File: config.mk
export PLATFORM = sky130hd
export DESIGN_NAME = btn_cond
export DESIGN_NICKNAME = d
export VERILOG_FILES = /design/src/rtl/btn_pkg.sv /design/src/rtl/btn_debounce.sv /design/src/rtl/btn_cond.sv
export SDC_FILE = /design/constraint.sdc
export NUM_CORES = 1
export LEC_CHECK = 0
export CORE_MARGIN = 2
export CORE_UTILIZATION = 45
export CTS_CLUSTER_DIAMETER = 80
export DETAILED_ROUTE_END_ITERATION = 8
export GPL_ROUTABILITY_DRIVEN = 1
export PLACE_DENSITY_LB_ADDON = 0.08
export SYNTH_ARGS = -nofsm -noshare
export SYNTH_HDL_FRONTEND = slang
export SYNTH_SLANG_ARGS = --single-unit
File: constraint.sdc
create_clock -name clk -period 5.41 [get_ports clk]
set_input_delay 0.8115 -clock clk [delete_from_list [all_inputs] [get_ports clk]]
set_output_delay 0.8115 -clock clk [all_outputs]
set_load 0.02 [all_outputs]
File: src/rtl/btn_pkg.sv
// Shared definitions for the button conditioner: button indices, the
// auto-repeat state encoding and small sizing helpers.
package btn_pkg;

    // Button positions inside btn_raw / held
    localparam int BTN_LEFT  = 0;
    localparam int BTN_RIGHT = 1;
    localparam int BTN_INC   = 2;
    localparam int BTN_DEC   = 3;
    localparam int NUM_BTN   = 4;

    // Per-button auto-repeat state
    typedef enum logic [1:0] {
        IDLE   = 2'd0,
        DELAY  = 2'd1,
        REPEAT = 2'd2
    } rep_state_e;

    // Larger of two integers, used to size the shared repeat counter
    function automatic int max_int(input int a, input int b);
        return (a > b) ? a : b;
    endfunction

    // Counter width able to hold 0..n-1, never narrower than one bit
    function automatic int cnt_width(input int n);
        return (n > 1) ? $clog2(n) : 1;
    endfunction

endpackage

File: src/rtl/btn_debounce.sv
// One button bit: two-flop synchronizer, debounce filter and a registered
// single-cycle press pulse on each debounced 0->1 transition.
module btn_debounce
    import btn_pkg::*;
#(
    parameter int DEBOUNCE_CYC = 1_000_000
) (
    input  logic clk,
    input  logic rst,
    input  logic raw,
    output logic level,
    output logic press
);

    localparam int             CW       = cnt_width(DEBOUNCE_CYC);
    localparam logic [CW-1:0]  CNT_LAST = CW'(DEBOUNCE_CYC - 1);

    logic          s1_q;
    logic          s2_q;
    logic          stable_q;
    logic          stable_d;
    logic          press_q;
    logic          press_d;
    logic [CW-1:0] cnt_q;
    logic [CW-1:0] cnt_d;

    // Debounce decision: count consecutive disagreeing cycles, flip once the
    // disagreement has persisted for DEBOUNCE_CYC cycles
    always_comb begin
        stable_d = stable_q;
        cnt_d    = '0;
        press_d  = 1'b0;
        if (s2_q != stable_q) begin
            if (cnt_q == CNT_LAST) begin
                stable_d = s2_q;
                cnt_d    = '0;
                // Only the rising edge of the debounced level is a command
                press_d  = s2_q;
            end else begin
                cnt_d = cnt_q + CW'(1);
            end
        end
    end

    // Synchronizer and filter state
    always_ff @(posedge clk or posedge rst) begin
        if (rst) begin
            s1_q     <= 1'b0;
            s2_q     <= 1'b0;
            stable_q <= 1'b0;
            cnt_q    <= '0;
            press_q  <= 1'b0;
        end else begin
            s1_q     <= raw;
            s2_q     <= s1_q;
            stable_q <= stable_d;
            cnt_q    <= cnt_d;
            press_q  <= press_d;
        end
    end

    assign level = stable_q;
    assign press = press_q;

endmodule

File: src/rtl/btn_cond.sv
// Button conditioner: four debounced buttons producing single-cycle command
// pulses, with optional auto-repeat while a button is held.
module btn_cond
    import btn_pkg::*;
#(
    parameter int         DEBOUNCE_CYC     = 1_000_000,
    parameter int         REPEAT_DELAY_CYC = 50_000_000,
    parameter int         REPEAT_RATE_CYC  = 12_500_000,
    parameter logic [3:0] REPEAT_MASK      = 4'b1100
) (
    input  logic       clk,
    input  logic       rst,
    input  logic [3:0] btn_raw,
    output logic       left,
    output logic       right,
    output logic       inc,
    output logic       dec,
    output logic [3:0] held
);

    // Repeat counter is shared between the delay and rate phases
    localparam int              RCW        = cnt_width(max_int(REPEAT_DELAY_CYC, REPEAT_RATE_CYC));
    localparam logic [RCW-1:0]  DELAY_LAST = RCW'(REPEAT_DELAY_CYC - 1);
    localparam logic [RCW-1:0]  RATE_LAST  = RCW'(REPEAT_RATE_CYC - 1);

    logic [NUM_BTN-1:0] level_w;
    logic [NUM_BTN-1:0] press_w;
    logic [NUM_BTN-1:0] rep_w;
    logic [NUM_BTN-1:0] pulse_w;

    genvar gi;
    generate
        for (gi = 0; gi < NUM_BTN; gi++) begin : g_btn

            btn_debounce #(
                .DEBOUNCE_CYC (DEBOUNCE_CYC)
            ) u_debounce (
                .clk   (clk),
                .rst   (rst),
                .raw   (btn_raw[gi]),
                .level (level_w[gi]),
                .press (press_w[gi])
            );

            if (REPEAT_MASK[gi]) begin : g_rep
                rep_state_e     state_q;
                rep_state_e     state_d;
                logic [RCW-1:0] rcnt_q;
                logic [RCW-1:0] rcnt_d;
                logic           rep_q;
                logic           rep_d;

                // The FSM observes the registered press pulse one cycle after
                // the debounced level rose. Logically it entered DELAY with
                // rcnt=0 on that rising edge, so the IDLE branch performs the
                // first DELAY step directly; repeat timing stays anchored to
                // the press-pulse edge.

                // State register
                always_ff @(posedge clk or posedge rst) begin
                    if (rst) begin
                        state_q <= IDLE;
                        rcnt_q  <= '0;
                        rep_q   <= 1'b0;
                    end else begin
                        state_q <= state_d;
                        rcnt_q  <= rcnt_d;
                        rep_q   <= rep_d;
                    end
                end

                // Next-state and counter update
                always_comb begin
                    state_d = state_q;
                    rcnt_d  = rcnt_q;
                    case (state_q)
                        IDLE: begin
                            rcnt_d = '0;
                            if (press_w[gi]) begin
                                if (DELAY_LAST == '0) begin
                                    state_d = REPEAT;
                                end else begin
                                    state_d = DELAY;
                                    rcnt_d  = RCW'(1);
                                end
                            end
                        end
                        DELAY: begin
                            if (!level_w[gi]) begin
                                state_d = IDLE;
                                rcnt_d  = '0;
                            end else if (rcnt_q == DELAY_LAST) begin
                                state_d = REPEAT;
                                rcnt_d  = '0;
                            end else begin
                                rcnt_d = rcnt_q + RCW'(1);
                            end
                        end
                        REPEAT: begin
                            if (!level_w[gi]) begin
                                state_d = IDLE;
                                rcnt_d  = '0;
                            end else if (rcnt_q == RATE_LAST) begin
                                rcnt_d = '0;
                            end else begin
                                rcnt_d = rcnt_q + RCW'(1);
                            end
                        end
                        default: begin
                            state_d = IDLE;
                            rcnt_d  = '0;
                        end
                    endcase
                end

                // Repeat pulse request, registered by the state register
                always_comb begin
                    rep_d = 1'b0;
                    case (state_q)
                        IDLE:    rep_d = press_w[gi] && (DELAY_LAST == '0);
                        DELAY:   rep_d = level_w[gi] && (rcnt_q == DELAY_LAST);
                        REPEAT:  rep_d = level_w[gi] && (rcnt_q == RATE_LAST);
                        default: rep_d = 1'b0;
                    endcase
                end

                // A repeat pulse registered on the edge where the debounced
                // level fell is suppressed, so release never yields a pulse
                assign rep_w[gi] = rep_q & level_w[gi];
            end else begin : g_norep
                assign rep_w[gi] = 1'b0;
            end
        end
    endgenerate

    // Command pulse = press pulse OR repeat pulse (never coincident)
    assign pulse_w = press_w | rep_w;

    assign left  = pulse_w[BTN_LEFT];
    assign right = pulse_w[BTN_RIGHT];
    assign inc   = pulse_w[BTN_INC];
    assign dec   = pulse_w[BTN_DEC];
    assign held  = level_w;

endmodule

# --- Word-level counts from Yosys, hierarchy flattened ---
# Cells that the tools add are included.
word_totals:
  output_inout_bits: 8
  word_cells: 109
  regBits: 154
classes:
  addsub: 6
  reduce_logical: 12
  n_mux: 40
  bitwise_logic: 3
  eq_ne: 22
ops:
  columns: ["op", "count"]
  rows:
  - ["2-to-1 mux 26 bit", 8]
  - ["2-to-1 mux 20 bit", 8]
  - ["case mux 26 bit (3 select lines)", 2]
  - ["adder 20 x 1 -> 20 bit (second input constant)", 4]
  - ["equality test 20 bit (second input constant)", 4]
  - ["adder 26 x 1 -> 26 bit (second input constant)", 2]
  - ["equality test 26 x 24 -> 1 bit (second input constant)", 2]
  - ["equality test 26 bit (second input constant)", 2]
  - ["2-to-1 mux 2 bit", 8]
  - ["case mux 2 bit (3 select lines)", 2]
  - ["2-to-1 mux 1 bit", 10]
  - ["AND reduction 2 bit", 4]
  - ["!= test 3 bit (second input constant)", 2]
  - ["AND reduction 3 bit", 2]
  - ["equality test 2 x 1 -> 1 bit (second input constant)", 2]
  - ["equality test 2 bit (second input constant)", 2]
  - ["logical AND 1 bit", 4]
  - ["logical NOT 2 bit", 2]
  - ["!= test 1 bit", 4]
  - ["!= test 2 x 1 -> 1 bit (second input constant)", 2]
  - ["!= test 2 bit (second input constant)", 2]
  - ["OR 4 bit", 1]
  - ["case mux 1 bit (2 select lines)", 2]
  - ["bitwise AND 1 bit", 2]

# --- Longest topological paths before layout ---
# Gate-level depths: netlist of run 1.
logic_depth:
  ltp_word: 4
  depth_mapped: 7
  depth_no_buf: 6

# --- Hierarchy ---
# A second synthesis of run 1 with hierarchy kept.
hier_totals:
  cells_unflattened: 812
  area_unflattened_um2: 8350.5
by_module_without_submodules:
  columns: ["module", "seq_area_each_um2", "area_each_um2", "n_inst", "cells_each"]
  rows:
  - ["btn_debounce", 600.6, 1188.6, 4, 108]
  - ["btn_cond", 1451.4, 3595.9, 1, 380]

# --- Worst setup path before layout of run 1 ---
# Ideal clock, no wire load.
synth_timing:
  path_kind: "reg2reg"
  from: "register g_btn[2].g_rep.rcnt_q[0]"
  to: "register g_btn[2].g_rep.rcnt_q[24]"
  period_less_slack_ps: 2137
  arrival_time_ps: 2033
  path_stages_with_launch: 7
  setup_time_ps: 104
  slack_ps: 3273
  path_cell_list: "dfrtp_1 > ha_1 > nand4_2 > or4_1 > clkbuf_1 > or3_1 > a221oi_1"
synth_between:
  elab_chain_cells: 4
synth_rtl:
  columns: ["item", "line", "rtl"]
  rows:
  - ["start, declared", "btn_cond.sv:48", "logic [RCW-1:0] rcnt_q;"]
  - ["start signal, assigned", "btn_cond.sv:67", "rcnt_q <= rcnt_d;"]
  - ["adder 26 x 1 -> 26 bit, or another cell as far along", "btn_cond.sv:96, btn_cond.sv:106", null]
  - ["2-to-1 mux 26 bit, on equally long branches", "btn_cond.sv:103, btn_cond.sv:92", null]
  - ["2-to-1 mux 26 bit, on equally long branches", "btn_cond.sv:100, btn_cond.sv:89", null]
  - ["case mux 26 bit (3 select lines) *", "btn_cond.sv:76", "case (state_q)"]
  - ["via g_btn[2].g_rep.rcnt_d[24]", "btn_cond.sv:49", "logic [RCW-1:0] rcnt_d;"]
# The timed path passes the listed nets; every way through them passes the cells marked *.
# A chain may end at the register's enable or synchronous reset.

# --- Worst setup path in the final report of run 1 ---
layout_timing:
  from: "register g_btn[2].g_rep.rcnt_q[0]"
  to: "register g_btn[2].g_rep.rcnt_q[6]"
# Same word-level chain as after synthesis.

==> results of run 1 <==
## sequential cells by signal, indices dropped and copies added (netlist names)
name,cells
g_btn.g_rep.state_q,4
g_btn.u_debounce.s2_q,4
g_btn.g_rep.rep_q,2
g_btn.u_debounce.s1_q,4
g_btn.u_debounce.press,4
g_btn.u_debounce.level,4
g_btn.u_debounce.cnt_q,80
g_btn.g_rep.rcnt_q,52
## routing by layer
| layer | GRT usage, % | vias to the layer above | routed length, µm |
|---|---|---|---|
| met2 | 28.4 | 78 | 7830 |
| li1 | - | 3087 | - |
| met4 | 4.04 | 0 | 119 |
| met3 | 4.04 | 7 | 465 |
| met5 | 0 | - | 0 |
| met1 | 26.9 | 3147 | 8620 |
## critical path, cell delays in order, from the launching register on
cell       delay [ps]
dfrtp_1           430
ha_1              260
and4_1            310
nand4_1           180
o21ai_1           770
buf_4             350
a2111oi_0         120
## synthesized netlist by cell type, types with 5 or more instances
cell,instances
dfrtp_1,154
nand2_1,48
inv_1,27
buf_4,5
clkbuf_1,25
nor3b_1,7
nor2_1,66
and2_1,6
xor2_1,31
and4_1,17
or3_1,28
o21ai_0,28
nor4b_1,8
a21oi_1,26
a221oi_1,20
nor3_1,18
or4_1,25
xnor2_1,46
nand4_1,36
a211oi_1,26
buf_2,8
nor4_1,21
and3_1,11
o31ai_1,17
nand3_1,47
ha_1,14
## final timing paths
path / startpoint / end / slack, ps / cells after the start
max: g_btn[2].g_rep.rcnt_q[0] / g_btn[2].g_rep.rcnt_q[6] / 2790 / 6
min: g_btn[3].u_debounce.s1_q / g_btn[3].u_debounce.s2_q / 360 / 0
max reg2reg: g_btn[2].g_rep.rcnt_q[0] / g_btn[2].g_rep.rcnt_q[6] / 2790 / 6
min reg2reg: g_btn[3].u_debounce.s1_q / g_btn[3].u_debounce.s2_q / 360 / 0
max in group asynchronous: rst / g_btn[1].u_debounce.cnt_q[17] / 3420 / 3
min in group asynchronous: rst / g_btn[3].u_debounce.s1_q / 910 / 2
## cells by family after synthesis
kind of cell,count (synthesis),share of synthesized area [%]
buf+inv,67,3.52
xor+xnor,77,8.25
mux,5,0.673
fa+ha+maj,14,2.14
compound gates,142,12.5
simple gates,367,25.8
flops,154,47.1
## power groups by stage
stage | sequential [W] | clock (W) | combinational, W
after floorplan | 0.00119 | 0 | 0.0000379
after global placement | 0.00119 | 0 | 0.0000556
after detailed placement | 0.00119 | 0 | 0.0000578
after CTS | 0.00117 | 0.00128 | 0.0000582
after global routing | 0.00117 | 0.00134 | 0.0000643
final | 0.00117 | 0.00125 | 0.0000550
## layout make-up
cell class	instances	share of cell area, %
timing repair buffer	21	2.09
clock buffer	24	5.63
tap	229	3.15
clock inverter	6	1.21
sequential	154	42.4
multi-input combinational	605	44.4
inverter	27	1.17
## metrics by stage
step	power, W	instance area [µm²]
after floorplan	0.00123	8180
after global placement	0.00125	8470
after detailed placement	0.00125	8470
after CTS	0.00251	9090
after global routing	0.00257	9090
final	0.00248	9090
==> impl_metrics.csv, run 1 <==
group,metric,value,unit
timing,fmax,0.381,GHz
synthesis,yosysTopAreaCellShare,47.1,%
route,drc,0,
timing,finalSetupViolCount,0,
timing,fin_hold_ws,356,ps
place,globalplace.congestion,0.802,
cells_and_area,final_common_cell,"dfrtp_1",
cells_and_area,multi_input_area,0.00404,mm²
clocking,cts_resized,0,
clocking,post-cts-setup-buffers,0,
min_path,hp-class,"reg -> reg",
cells_and_area,fill_cells,1647,
clocking,cts_hold_buf,0,
worst_setup_path,cp-end-kind,"register",
route,post_drt_via_cell_ratio,5.93,
clocking,cts_root_buf,"clkbuf_16",
synthesis,synth.largest_area_cell,"dfrtp_1",
timing,setup_ws,2790,ps
route,wl_per_cell,16.0,µm
synthesis,ys_seq_elements,154,
timing,worst_pin_slew,1230,ps
power,p_comb_share,2.2,%
clocking,cts_buffer_depth,2,
power,leakage,3.45,nW
route,first_pass_iters,7,
grt,grt_usage,18.4,%
worst_setup_path,crit_required,5640,ps
cells_and_area,layout_common_cells,"154 x dfrtp_1, 66 x nor2_1, 48 x nand2_1, 47 x nand3_1, 46 x xnor2_1",
timing,finalSetupTns,0,ps
power,powerDensity,272,mW/mm²
worst_setup_path,start_kind,"register",
grt,grt_pass1_vias,6113,
place,dp_cells,1036,
timing,final-hold-violation-count,0,
die,die_x,139,µm
grt,antenna_found_initial,0,
cells_and_area,areaGrowthSynthToFinish,11.2,%
cells_and_area,fin_cells,1066,
job,cap_viol_max_count,0,
power,clock_power_share,50.5,%
synthesis,synth_nets,846,
die,core,0.0179,mm²
power,sw_frac_of_total,20.4,%
synthesis,syn_avg_cell_area,9.90,µm²
clocking,cts-buffers-inserted,17,
place,place_hpwl,11.4,mm
timing,clock_skew,9.69,ps
die,io_pins,14,
power,p_seq_share,47.3,%
synthesis,synthDistinctLibCells,63,
synthesis,yosys_most_used_dff,"dfrtp_1",
synthesis,yosys_warnings,0,
cells_and_area,fin_nets,846,
clocking,htree_num_levels,4,
synthesis,synth_edf_count,0,
route,drt_iter0_drc,459,
cells_and_area,final-seq-area,0.00385,mm²
synthesis,synth.area.top_cells,"dfrtp_1 47%, xnor2_1 4.9%, xor2_1 3.3%, nor2_1 3.0%, nand3_1 2.9%",
power,peakVddDrop,0.266,mV
synthesis,synth_cells,826,
power,net-switching-power,0.000504,W
place,port_buffers,13,
power,internal-power,0.00197,W
die,die_h,139,µm
timing,relSlewSlack,17.8,%
cells_and_area,drive_gt1_share,7.41,%
clocking,cts_tree,"done",
worst_setup_path,crit_type,"reg -> reg",
worst_setup_path,critPathArrivalTime,2850,ps
die,die_area,0.0193,mm²
outcome,status,"finished clean",
synthesis,syn_area,0.00818,mm²
clocking,clock-sinks,154,
route,antenna_left,0,
grt,grt.overflow.total,0,
route,routed_wl,17.0,mm
timing,period_minus_slack,2620,ps
die,rows,49,
clocking,path_clk_slew,60,ps
timing,slew_viol_final,0,
worst_setup_path,path_max_fanout,14,
grt,grt_pass1_wl,30.0,mm
synthesis,ys_seq_area_share,47.1,%
synthesis,synthArstFlopShare,100,%
place,pre_cts_slack,2820,ps
cells_and_area,finalCoreUtilization,50.8,%
cells_and_area,antenna_cells,0,
clocking,clk_latency,420,ps
grt,grt_max_degree,78,
route,vias,6319,
die,start_util,45.7,%
timing,finalCritPeriodShare,48.5,%
timing,rsz0062_at_grt,"false",
Power figures use the tool's default switching activity.
==> inputs of run 2 (changes only) <==
==> constraint.sdc (replaced) <==
create_clock -name clk -period 2.4 [get_ports clk]
set_input_delay 0.36 -clock clk [delete_from_list [all_inputs] [get_ports clk]]
set_output_delay 0.36 -clock clk [all_outputs]
set_load 0.02 [all_outputs]
==> impl_metrics.csv, run 2 (synthesis results as in run 1) <==
group,metric,value,unit
outcome,status,"finished clean",
worst_setup_path,crit_chain,"ha_1 > nand4_2 > or4_4 > or3_1 > a221oi_1",
timing,period_minus_slack,2260,ps
clocking,cts-buffers-inserted,17,
route,drt_iter0_drc,448,
worst_setup_path,crit_required,2710,ps
timing,setup_ws,142,ps
worst_setup_path,rrSetupSlack,140,ps
clocking,post-cts-setup-buffers,0,
die,die_area,0.0193,mm²
clocking,cts_hold_buf,0,
route,antenna_left,0,
power,powerDensity,576,mW/mm²
die,start_util,45.7,%
clocking,clock-sinks,154,
grt,grt_pass1_wl,30.7,mm
timing,relSlewSlack,62.3,%
clocking,path_clk_slew,70,ps
worst_setup_path,path_max_fanout,9,
cells_and_area,areaGrowthSynthToFinish,12.6,%
die,rows,49,
route,routed_wl,17.6,mm
worst_setup_path,cp_num_buf_inv,0,
cells_and_area,fin_nets,867,
timing,finalCritPeriodShare,94.1,%
cells_and_area,final_common_cell,"dfrtp_1",
worst_setup_path,cp_slowest_stage_delay,630,ps
place,placed_area,0.00864,mm²
clocking,htree_num_levels,4,
clocking,clk_latency,430,ps
place,place_hpwl,12.1,mm
cells_and_area,top_regs,"g_btn.u_debounce.cnt_q (80), g_btn.g_rep.rcnt_q (52)",
power,peakVddDrop,0.451,mV
route,first_pass_iters,6,
route,wl_per_cell,16.2,µm
worst_setup_path,crit_path_end,"g_btn[2].g_rep.rcnt_q[24]",
cells_and_area,drive_gt1_share,10.0,%
worst_setup_path,cp.depth,5,
worst_setup_path,crit_start,"g_btn[2].g_rep.rcnt_q[1]",
clocking,cts_root_buf,"clkbuf_16",
worst_setup_path,critPathArrivalTime,2570,ps
die,core,0.0179,mm²
worst_setup_path,start_kind,"register",
timing,worst_pin_slew,566,ps
worst_setup_path,cp-end-kind,"register",
grt,grt_max_degree,76,
grt,grt_pass1_vias,6459,
grt,grt_usage,19.0,%
worst_setup_path,r2r_end,"g_btn[2].g_rep.rcnt_q[24]",
clocking,cts_buffer_depth,2,
cells_and_area,regMostFlops,"g_btn.u_debounce.cnt_q",
cells_and_area,layout_common_cells,"153 x dfrtp_1, 66 x nor2_1, 48 x nand2_1, 47 x nand3_1, 46 x xnor2_1",
worst_setup_path,r2r_cells,5,
route,drc,0,
clocking,cts_tree,"done",
die,io_pins,14,
cells_and_area,stdcell_area,0.00921,mm²
timing,rsz0062_at_grt,"false",
worst_setup_path,crit_type,"reg -> reg",
worst_setup_path,worstReg2RegStart,"g_btn[2].g_rep.rcnt_q[1]",
die,die_h,139,µm
grt,grt.overflow.total,0,
cells_and_area,antenna_cells,0,
route,post_drt_via_cell_ratio,5.87,
power,total_power,0.00530,W
place,pre_cts_slack,106,ps
cells_and_area,largest_reg_flops,80,
grt,antenna_found_initial,0,
place,globalplace.congestion,0.838,
timing,clock_skew,15.8,ps
job,cap_viol_max_count,0,
route,vias,6394,
timing,fmax,0.443,GHz
worst_setup_path,slowest_stage,"or4_4",
timing,slew_viol_final,0,
timing,finalSetupViolCount,0,
worst_setup_path,critPathTopFamily,"simple AND/OR/NAND/NOR gates",
place,port_buffers,13,
die,die_x,139,µm
timing,final-hold-violation-count,0,
power,leakage,3.51,nW
min_path,hp-class,"in -> async",
timing,finalSetupTns,0,ps
run 2: cell types whose count changed in the layout (fill, tap and decap cells not counted), moves of 3 or more:
cell	change
buf_4	+20
bufinv_16	-3
clkbuf_8	-3
clkinv_4	+3
clkinvlp_4	+3
run 2: where the power goes:
part | total [W] | internal (W) | switching [W] | leakage (nW)
sequential | 0.00264 | 0.00262 | 0.0000216 | 2.12
clock | 0.00253 | 0.00142 | 0.00111 | 0.261
combinational | 0.000130 | 0.0000397 | 0.0000907 | 1.13
run 2: how the worst min path moves through the flow:
stage	from	to	slack, ps	depth (start not counted)
6_report	rst	g_btn[2].u_debounce.cnt_q[12]	230	2
5_1_grt	rst	g_btn[2].u_debounce.cnt_q[19]	250	2
4_1_cts	rst	g_btn[2].u_debounce.cnt_q[12]	220	2
3_5_place_dp	g_btn[0].u_debounce.s1_q	g_btn[0].u_debounce.s2_q	330	0
3_3_place_gp	g_btn[0].u_debounce.s1_q	g_btn[0].u_debounce.s2_q	330	0
2_1_floorplan	g_btn[0].u_debounce.s1_q	g_btn[0].u_debounce.s2_q	330	0
run 2: final cells by class:
class,count,area [µm²]
tap,229,287
sequential,154,3850
multi-input combinational,605,4040
fill,1663,8700
clock buffer,22,474
timing repair buffer,42,360
inverter,27,105
clock inverter,10,85.1
run 2: worst register-to-register path: cells and delay by family, from the launching register on:
kind                       cells  cell delay (ps)
AOI/OAI and AO/OA              1              320
adders and majority gates      1              260
DFF                            1              390
and+or+nand+nor                3             1180
run 2: what timing repair did:
item                                    in CTS  in global routing
resized for setup                            0                  2
endpoints found under the hold margin        0                  0
endpoints found under the setup margin       0                  4
run 2: routing by layer:
layer	wire length (µm)	share of wire [%]	up-vias	track usage [%]
li1	-	-	3130	-
met1	8490	48	3170	25.3
met2	8510	48	82	31.4
met3	492	2.8	12	4.39
met4	148	0.84	0	4.84
met5	0	0	-	0
run 2: through the flow:
stage               hold slack [ps]  utilization (%)  cells
floorplan                       331                -    826
global placement                334             48.3   1057
detailed placement              335             48.3   1057
CTS                             221             51.4   1089
global route                    248             51.4   1089
finish                          233             51.4   1089
==> inputs of run 3 (changes only) <==
--- a/config.mk
+++ b/config.mk
@@ -5,7 +5,7 @@
 export SDC_FILE = /design/constraint.sdc
 export NUM_CORES = 1
 export LEC_CHECK = 0
-export CORE_MARGIN = 2
+export CORE_MARGIN = 5
 export CORE_UTILIZATION = 45
 export CTS_CLUSTER_DIAMETER = 80
 export DETAILED_ROUTE_END_ITERATION = 8
==> impl_metrics.csv, run 3 (synthesis results as in run 1) <==
group,metric,value,unit
worst_setup_path,cp_slowest_stage_delay,510,ps
worst_setup_path,cp_num_buf_inv,1,
timing,clock_skew,8.84,ps
route,routed_wl,17.4,mm
cells_and_area,areaGrowthSynthToFinish,12.6,%
power,peakVddDrop,0.501,mV
clocking,clock-sinks,154,
route,drc,0,
worst_setup_path,crit_type,"reg -> reg",
power,leakage,3.52,nW
die,core,0.0179,mm²
cells_and_area,layout_common_cells,"154 x dfrtp_1, 66 x nor2_1, 48 x nand2_1, 47 x nand3_1, 46 x xnor2_1",
grt,met2_usage,28.6,%
place,globalplace.congestion,0.856,
job,cap_viol_max_count,0,
place,port_buffers,13,
route,antenna_left,0,
grt,grt.overflow.total,0,
cells_and_area,regMostFlops,"g_btn.u_debounce.cnt_q",
clocking,clk_latency,430,ps
die,rows,49,
grt,grt_pass1_vias,6507,
cells_and_area,largest_reg_flops,80,
timing,finalSetupViolCount,0,
route,drt_iter0_drc,410,
clocking,cts_tree,"done",
cells_and_area,top_regs,"g_btn.u_debounce.cnt_q (80), g_btn.g_rep.rcnt_q (52)",
worst_setup_path,critPathTopFamily,"simple AND/OR/NAND/NOR gates",
clocking,cts_root_buf,"clkbuf_16",
route,vias,6432,
cells_and_area,fill_cells,1620,
die,io_pins,14,
timing,fmax,0.447,GHz
clocking,cts-buffers-inserted,17,
timing,finalCritPeriodShare,93.1,%
cells_and_area,fin_cells,1083,
clocking,cts_buffer_depth,2,
clocking,cts_hold_buf,0,
timing,slew_viol_final,0,
worst_setup_path,critPathArrivalTime,2560,ps
worst_setup_path,path_max_fanout,18,
cells_and_area,drive_gt1_share,9.48,%
cells_and_area,antenna_cells,0,
place,place_hpwl,11.8,mm
grt,grt_busiest_layer,"met2",
worst_setup_path,crit_chain,"nand4_2 > or4_1 > buf_4 > or4b_1 > a221oi_1",
cells_and_area,fin_nets,861,
die,die_area,0.0210,mm²
worst_setup_path,crit_required,2720,ps
timing,worst_pin_slew,775,ps
route,wl_per_cell,16.1,µm
power,powerDensity,576,mW/mm²
cells_and_area,final_common_cell,"dfrtp_1",
clocking,htree_num_levels,4,
grt,use_met3,4.40,%
die,die_h,145,µm
grt,grt_usage,18.1,%
timing,finalSetupTns,0,ps
die,start_util,45.7,%
place,dp_cells,1051,
timing,rsz0062_at_grt,"false",
grt,grtUsageMet1,24.5,%
timing,final-hold-violation-count,0,
die,die_x,145,µm
clocking,path_clk_slew,60,ps
worst_setup_path,slowest_stage,"or4b_1",
worst_setup_path,start_kind,"register",
min_path,hp-class,"in -> async",
grt,antenna_found_initial,0,
route,first_pass_iters,4,
route,post_drt_via_cell_ratio,5.94,
timing,relSlewSlack,48.3,%
grt,grt_max_degree,76,
grt,grt_pass1_wl,31.1,mm
timing,period_minus_slack,2240,ps
outcome,status,"finished clean",
worst_setup_path,cp-end-kind,"register",
-- run 3: final cells by class --
cell class	count	area (µm²)	area share (%)
tap	229	287	3.11
sequential	154	3850	41.9
multi-input combinational	605	4040	43.9
clock inverter	15	131	1.43
timing repair buffer	36	365	3.97
clock buffer	17	425	4.62
inverter	27	105	1.14
-- run 3: worst register-to-register path, stage by stage, from the launching register on --
cell and delay, ps:
dfrtp_1 480, nand4_2 210, or4_1 440, buf_4 210
or4b_1 520, a221oi_1 270
-- run 3: power by group --
part	internal [W]	switching (W)
registers	0.00262	0.0000226
clock network	0.00136	0.00117
logic	0.0000431	0.0000903
-- run 3: path summary, 6_finish.rpt --
path | start | end | slack [ps] | cells past startpoint
min in group clk | g_btn[0].u_debounce.s1_q | g_btn[0].u_debounce.s2_q | 350 | 0
min | rst | g_btn[3].g_rep.rcnt_q[18] | 260 | 2
max | g_btn[3].g_rep.rcnt_q[7] | g_btn[3].g_rep.rcnt_q[25] | 160 | 5
max reg2reg | g_btn[3].g_rep.rcnt_q[7] | g_btn[3].g_rep.rcnt_q[25] | 160 | 5
max in group asynchronous | rst | g_btn[2].g_rep.rep_q | 1460 | 3
min reg2reg | g_btn[0].u_debounce.s1_q | g_btn[0].u_debounce.s2_q | 350 | 0
-- run 3: per-layer routing --
metal | wire length (µm) | share of wire (%)
met1 | 8330 | 48
met2 | 8200 | 47
met3 | 627 | 3.6
met4 | 234 | 1.3
met5 | 0 | 0
-- run 3: through the flow --
step                setup slack, ps  cell area (µm²)  total power, W  utilization [%]  hold slack (ps)
floorplan                      95.1             8180         0.00277                -              331
detailed placement              137             8650         0.00283             48.3              340
CTS                             152             9200         0.00540             51.4              242
global route                   10.4             9210         0.00555             51.4              257
global placement                177             8650         0.00282             48.3              333
finish                          164             9210         0.00530             51.4              256
-- run 3: what timing repair did --
item	in CTS	in global routing
resized for setup	0	1
setup endpoints to repair	0	1
buffers inserted	0	0
endpoints found under the hold margin	0	0
==> RTL change 1, RTL diff (config.mk and constraints of run 3) <==
Put a register stage on the outputs `left`, `right`, `inc`, `dec` and `held`, without a reset. The values now appear one clock later.
--- a/src/rtl/btn_cond.sv
+++ b/src/rtl/btn_cond.sv
@@ -136,11 +136,13 @@
     // Command pulse = press pulse OR repeat pulse (never coincident)
     assign pulse_w = press_w | rep_w;
 
-    assign left  = pulse_w[BTN_LEFT];
-    assign right = pulse_w[BTN_RIGHT];
-    assign inc   = pulse_w[BTN_INC];
-    assign dec   = pulse_w[BTN_DEC];
-    assign held  = level_w;
+    always_ff @(posedge clk) begin
+        left  <= pulse_w[BTN_LEFT];
+        right <= pulse_w[BTN_RIGHT];
+        inc   <= pulse_w[BTN_INC];
+        dec   <= pulse_w[BTN_DEC];
+        held  <= level_w;
+    end
 
 endmodule
 
Formal check against the unedited RTL: no difference found for any inputs over 10 cycles, from zero or initial values and one cycle with rst high; that may be too few to reach the edited logic, so the function may still have changed.
==> RTL change 1 against run 3 <==
- sequential cell count rose by 8
- total power rose by 6.0%
- worst setup slack got worse by 76 ps
- wire length fell by 18%
- largest cell class is now sequential cells
- sequential share of layout area rose by 4.0 points
- cell area fell by 5.0%
- area after synthesis fell by 7.1%
- critical path type unchanged
==> RTL change 1: results (changes against run 3) <==
CRIT_PATH_MAX_FANOUT=3  # -15
FIRST_ITER_VIOLATIONS=314  # -23%
NETLIST_TOP_CELLS_AREA='dfrtp_1 (51%), xor2_1 (9.1%), nor2_1 (7.1%)'
POSTLAYOUTCOREUTIL_PCT=52.74  # +1.3 points
VDD_DROP_MAX_mV=0.4920  # -1.9%
DP.CELLS=996  # -5.2%
POST-DP-HPWL_MM=9.291  # -21%
VIA_PER_INST=5.290  # -11%
CRIT_PATH_START='g_btn[2].g_rep.rcnt_q[24]'
STATUS='complete, no violations'
N_FILL_CELL=1552  # -4.2%
NUMBER_OF_GLOBAL_ROUTE_VIAS_BEFORE_REPAIR=5245  # -19%
SYNTH-SEQ-AREA-SHARE_PCT=52.86  # +5.7 points
YOSYSUNIQUECELLTYPES=47  # -25%
TOTALWIRELENGTH_MM=14.19  # -18%
POSTSYNTH.ASYNCRESETSHARE_PCT=95.06  # -4.9 points
DP_WORST_SETUP_SLACK_PS=31.90  # -105.5 ps
GRT_FIRST_PASS_WIRELENGTH_MM=24.66  # -21%
SHARE_OF_THE_CLOCK_PERIOD_USED_BY_THE_WORST_PATH_AFTER_LAYOUT_PCT=96.31  # +3.2 points
NUMBER_OF_CELLS_ON_THE_WORST_REG_TO_REG_PATH=6  # +1
FIN_NETS=816  # -5.2%
FINCLKSKEW_PS=7.240  # -1.599 ps
LAYOUT-DRIVE-GT1-SHARE_PCT=8.045  # -1.4 points
GRT_START_MAX_NET_PINS=85  # +12%
MAPPEDNETLISTNETS=771  # -8.9%
HOLD-WORST-SLACK_PS=342.6  # +86.54 ps
SYNTH.CELLS.MOST_FREQUENT='dfrtp_1 (154), nor2_1 (144), xor2_1 (79)'
GRT_USAGE_PCT=14.98  # -3.1 points
WORST_SETUP_PATH_ENDPOINT='g_btn[2].g_rep.state_q[0]'
GP_CONGESTION=0.7869  # -8.0%
[RTL change 1: cell types whose count changed after synthesis, moves of 16 or more]
cell | before | now
a211oi_1 | 26 | 0
a21oi_1 | 26 | 10
a221oi_1 | 20 | 0
clkbuf_1 | 25 | 6
nor2_1 | 66 | 144
o21ai_0 | 28 | 4
o31ai_1 | 17 | 0
or3_1 | 28 | 3
or4_1 | 25 | 2
xor2_1 | 31 | 79
[RTL change 1: layout make-up]
| cell class | count | area, um2 | area share (%) |
|---|---|---|---|
| clock inverters | 11 | 137.6 | 1.574 |
| well taps | 220 | 275.3 | 3.147 |
| multi-input cells | 560 | 3461 | 39.57 |
| inverters | 20 | 78.83 | 0.9013 |
| flip-flops and latches | 162 | 4014 | 45.89 |
| clock buffers | 20 | 446.7 | 5.107 |
| repair buffers | 35 | 332.8 | 3.805 |
[RTL change 1: what timing repair did]
action	CTS	global route
gates resized for setup	0	2
hold buffers	0	0
setup endpoints to repair	0	25
[RTL change 1: report_power, final]
group	switching [uW]	total [uW]	internal, uW	leakage, uW
combinational	86.5	123	36.5	0.00123
clock	1070	2720	1650	0.000281
sequential	22.1	2770	2750	0.00219
total	1180	5620	4440	0.00370
[RTL change 1: logic make-up after synthesis]
| family | Yosys count | share of synthesized area [%] |
|---|---|---|
| fa+ha+maj | 14 | 2.307 |
| compound gates | 28 | 2.636 |
| flops | 162 | 52.86 |
| simple gates | 392 | 25.80 |
| xor+xnor | 119 | 13.73 |
| mux | 6 | 0.8568 |
| buf+inv | 30 | 1.812 |
[RTL change 1: metal layers]
metal	up-vias	routed length (um)	global-route usage (%)
met5	-	0	0
met4	0	153	4.233
met3	11	405	3.920
met1	2685	6905	20.51
met2	72	6723	23.73
li1	2670	-	-
==> RTL change 2, RTL diff (settings of run 3) <==
Without the edit above. `DEBOUNCE_CYC` is set to 1_000_000 in 2 places; all go to 2_000_000.
--- a/src/rtl/btn_debounce.sv
+++ b/src/rtl/btn_debounce.sv
@@ -3,7 +3,7 @@
 module btn_debounce
     import btn_pkg::*;
 #(
-    parameter int DEBOUNCE_CYC = 1_000_000
+    parameter int DEBOUNCE_CYC = 2_000_000
 ) (
     input  logic clk,
     input  logic rst,
--- a/src/rtl/btn_cond.sv
+++ b/src/rtl/btn_cond.sv
@@ -3,7 +3,7 @@
 module btn_cond
     import btn_pkg::*;
 #(
-    parameter int         DEBOUNCE_CYC     = 1_000_000,
+    parameter int         DEBOUNCE_CYC     = 2_000_000,
     parameter int         REPEAT_DELAY_CYC = 50_000_000,
     parameter int         REPEAT_RATE_CYC  = 12_500_000,
     parameter logic [3:0] REPEAT_MASK      = 4'b1100
Check against the original RTL: no difference found for any inputs over 10 cycles, from zero or initial values and one cycle with rst high; that may be too few to reach the edited logic, so the function may still have changed.
==> RTL change 2 against run 3 <==
- cell area decreased by 2.8%
- clock power rose by 16%
- clock skew fell by 1.4 ps
- global-route usage is 1.9 points lower
- total power grew 9.4%
- synthesized cell count down 4.6%
- sequential cell count grew 4
- area after synthesis down 5.5%
- combinational power increased by 9%
- sequential share of layout area is 2.3 points higher
- worst setup slack lost 34 ps
- wire length shrank 15%
- first-iteration DRC count is 21% lower
- largest power group is now clock
==> RTL change 2: results (changes against run 3) <==
MET2_WIRELENGTH_MM=7.131  # -13%
SEQCELLAREA_UM2=3954  # +2.6%
FINCLKSKEW_PS=7.423  # -1.415 ps
GP_CONGESTION=0.8236  # -3.7%
SLEW_HEADROOM_PCT=62.49  # +14 points
FIN_NETS=847  # -1.6%
FIRST_ITER_VIOLATIONS=323  # -21%
PROPORTION_OF_CELL_AREA_OCCUPIED_BY_MULTI_INPUT_GATES_PCT=39.95  # -3.9 points
CPMAXSTAGEDELAYCELL='or4b_4'
DP_WORST_SETUP_SLACK_PS=86.22  # -51.14 ps
FINAL-NONCLK-BUF-SHARE_PCT=4.587  # +0.62 points
NUMBER_OF_CLOCK_BUFFERS_IN_THE_LAYOUT=18  # +1
R2R-START='g_btn[3].g_rep.rcnt_q[0]'
REG_TOP3='g_btn.u_debounce.cnt_q (84), g_btn.g_rep.rcnt_q (52)'
CTS_BUFFERS=17  # unchanged
SYNTH-SEQ-AREA-SHARE_PCT=51.18  # +4.1 points
MET1WIRELENGTH_MM=7.181  # -14%
WORST_PATH_LARGEST_CELL_DELAY_PS=590  # +80 ps
GRT_USAGE_PCT=16.13  # -1.9 points
NUMBER_OF_GLOBAL_ROUTE_VIAS_BEFORE_REPAIR=5600  # -14%
YOSYS_WARNINGS=0  # unchanged
STATUS='complete, no violations'
WIRE_PER_INST_UM=13.89  # -14%
NETLIST_TOP_CELLS_AREA='dfrtp_1 (51%), xor2_1 (10%), nor2_1 (7.8%)'
POSTPLACECELLAREA_UM2=8294  # -4.1%
SYNTH.CELLS.MOST_FREQUENT='nor2_1 (161), dfrtp_1 (158), xor2_1 (88)'
N_FILL_CELL=1540  # -4.9%
WORST-ENDPOINT-ARRIVAL_PS=2570  # about the same
MAPPEDNETLISTNETS=808  # -4.5%
VDD_DROP_MAX_mV=0.4990  # -0.47%
DP.CELLS=1033  # -1.7%
NETSWITCHINGPOWER_uW=1213  # -5.2%
GRT_START_MAX_NET_PINS=41  # -46%
GRT_FIRST_PASS_WIRELENGTH_MM=26.60  # -14%
WORST_SETUP_HOLD_PATH_CLK_SLEW_PS=60  # about the same
CLOCK_CELL_AREA_SHARE_PCT=7.202  # +1.2 points
P_LEAK_uW=0.003743  # +6.4%
DETAILROUTE.WIRELENGTH.MET3_UM=311  # -50%
NUMSEQUENTIALCELLS=158  # +2.6%
CELLS_AFTER_SYNTH=788  # -4.6%
POST-DP-HPWL_MM=10.29  # -13%
YOSYSUNIQUECELLTYPES=50  # -21%
CRIT_PATH_MAX_FANOUT=12  # -6
TOTALWIRELENGTH_MM=14.79  # -15%
INVERTERS_EXCL_CLOCK=21  # -22%
[RTL change 2: cell types whose count changed in the layout (fill, tap and decap cells not counted), moves of 13 or more]
cell	run 3	this run
nor2_1	66	161
o31ai_1	17	0
nand2_1	48	61
or4_1	24	4
xor2_1	31	88
a221oi_1	20	0
or3_1	28	4
o21ai_0	28	3
a21oi_1	26	8
a211oi_1	26	0
[RTL change 2: timing repair]
item                       4_1_cts  5_1_grt
hold buffers                     0        0
setup buffers                    0        0
gates resized for setup          0        3
setup endpoints to repair        0       25
[RTL change 2: path summary, 6_finish.rpt]
kind	cells after the start	end	slack (ps)
hold / removal	2	g_btn[2].u_debounce.s1_q	350
min in group clk	0	g_btn[1].u_debounce.s2_q	350
max in group asynchronous	3	g_btn[1].u_debounce.cnt_q[15]	1460
setup / recovery	7	g_btn[3].g_rep.rcnt_q[0]	130
setup reg to reg	7	g_btn[3].g_rep.rcnt_q[0]	130
hold reg to reg	0	g_btn[1].u_debounce.s2_q	350
[RTL change 2: power by group through the flow]
stage | clock network (uW) | logic [uW] | registers, uW
after floorplan | 0 | 91.7 | 2750
after CTS | 3030 | 152 | 2710
final | 2940 | 145 | 2710
after detailed placement | 0 | 150 | 2760
after global routing | 3120 | 172 | 2710
after global placement | 0 | 146 | 2760
[RTL change 2: logic make-up (layout without fill, tap and decap cells)]
family	after synthesis	after routing	share of synthesized area [%]
adder cells (fa/ha/maj)	14	14	2.268
XOR/XNOR	125	125	14.17
flip-flops	158	158	51.18
buffers and inverters	43	95	2.656
AND/OR/NAND/NOR	418	418	26.63
AO/OA/AOI/OAI	25	25	2.381
multiplexers	5	5	0.7126
[RTL change 2: metal layers]
metal	vias up	global-route usage, %
li1	2757	-
met1	2660	22.09
met2	39	26.03
met3	10	3.426
met4	0	4.589
met5	-	0
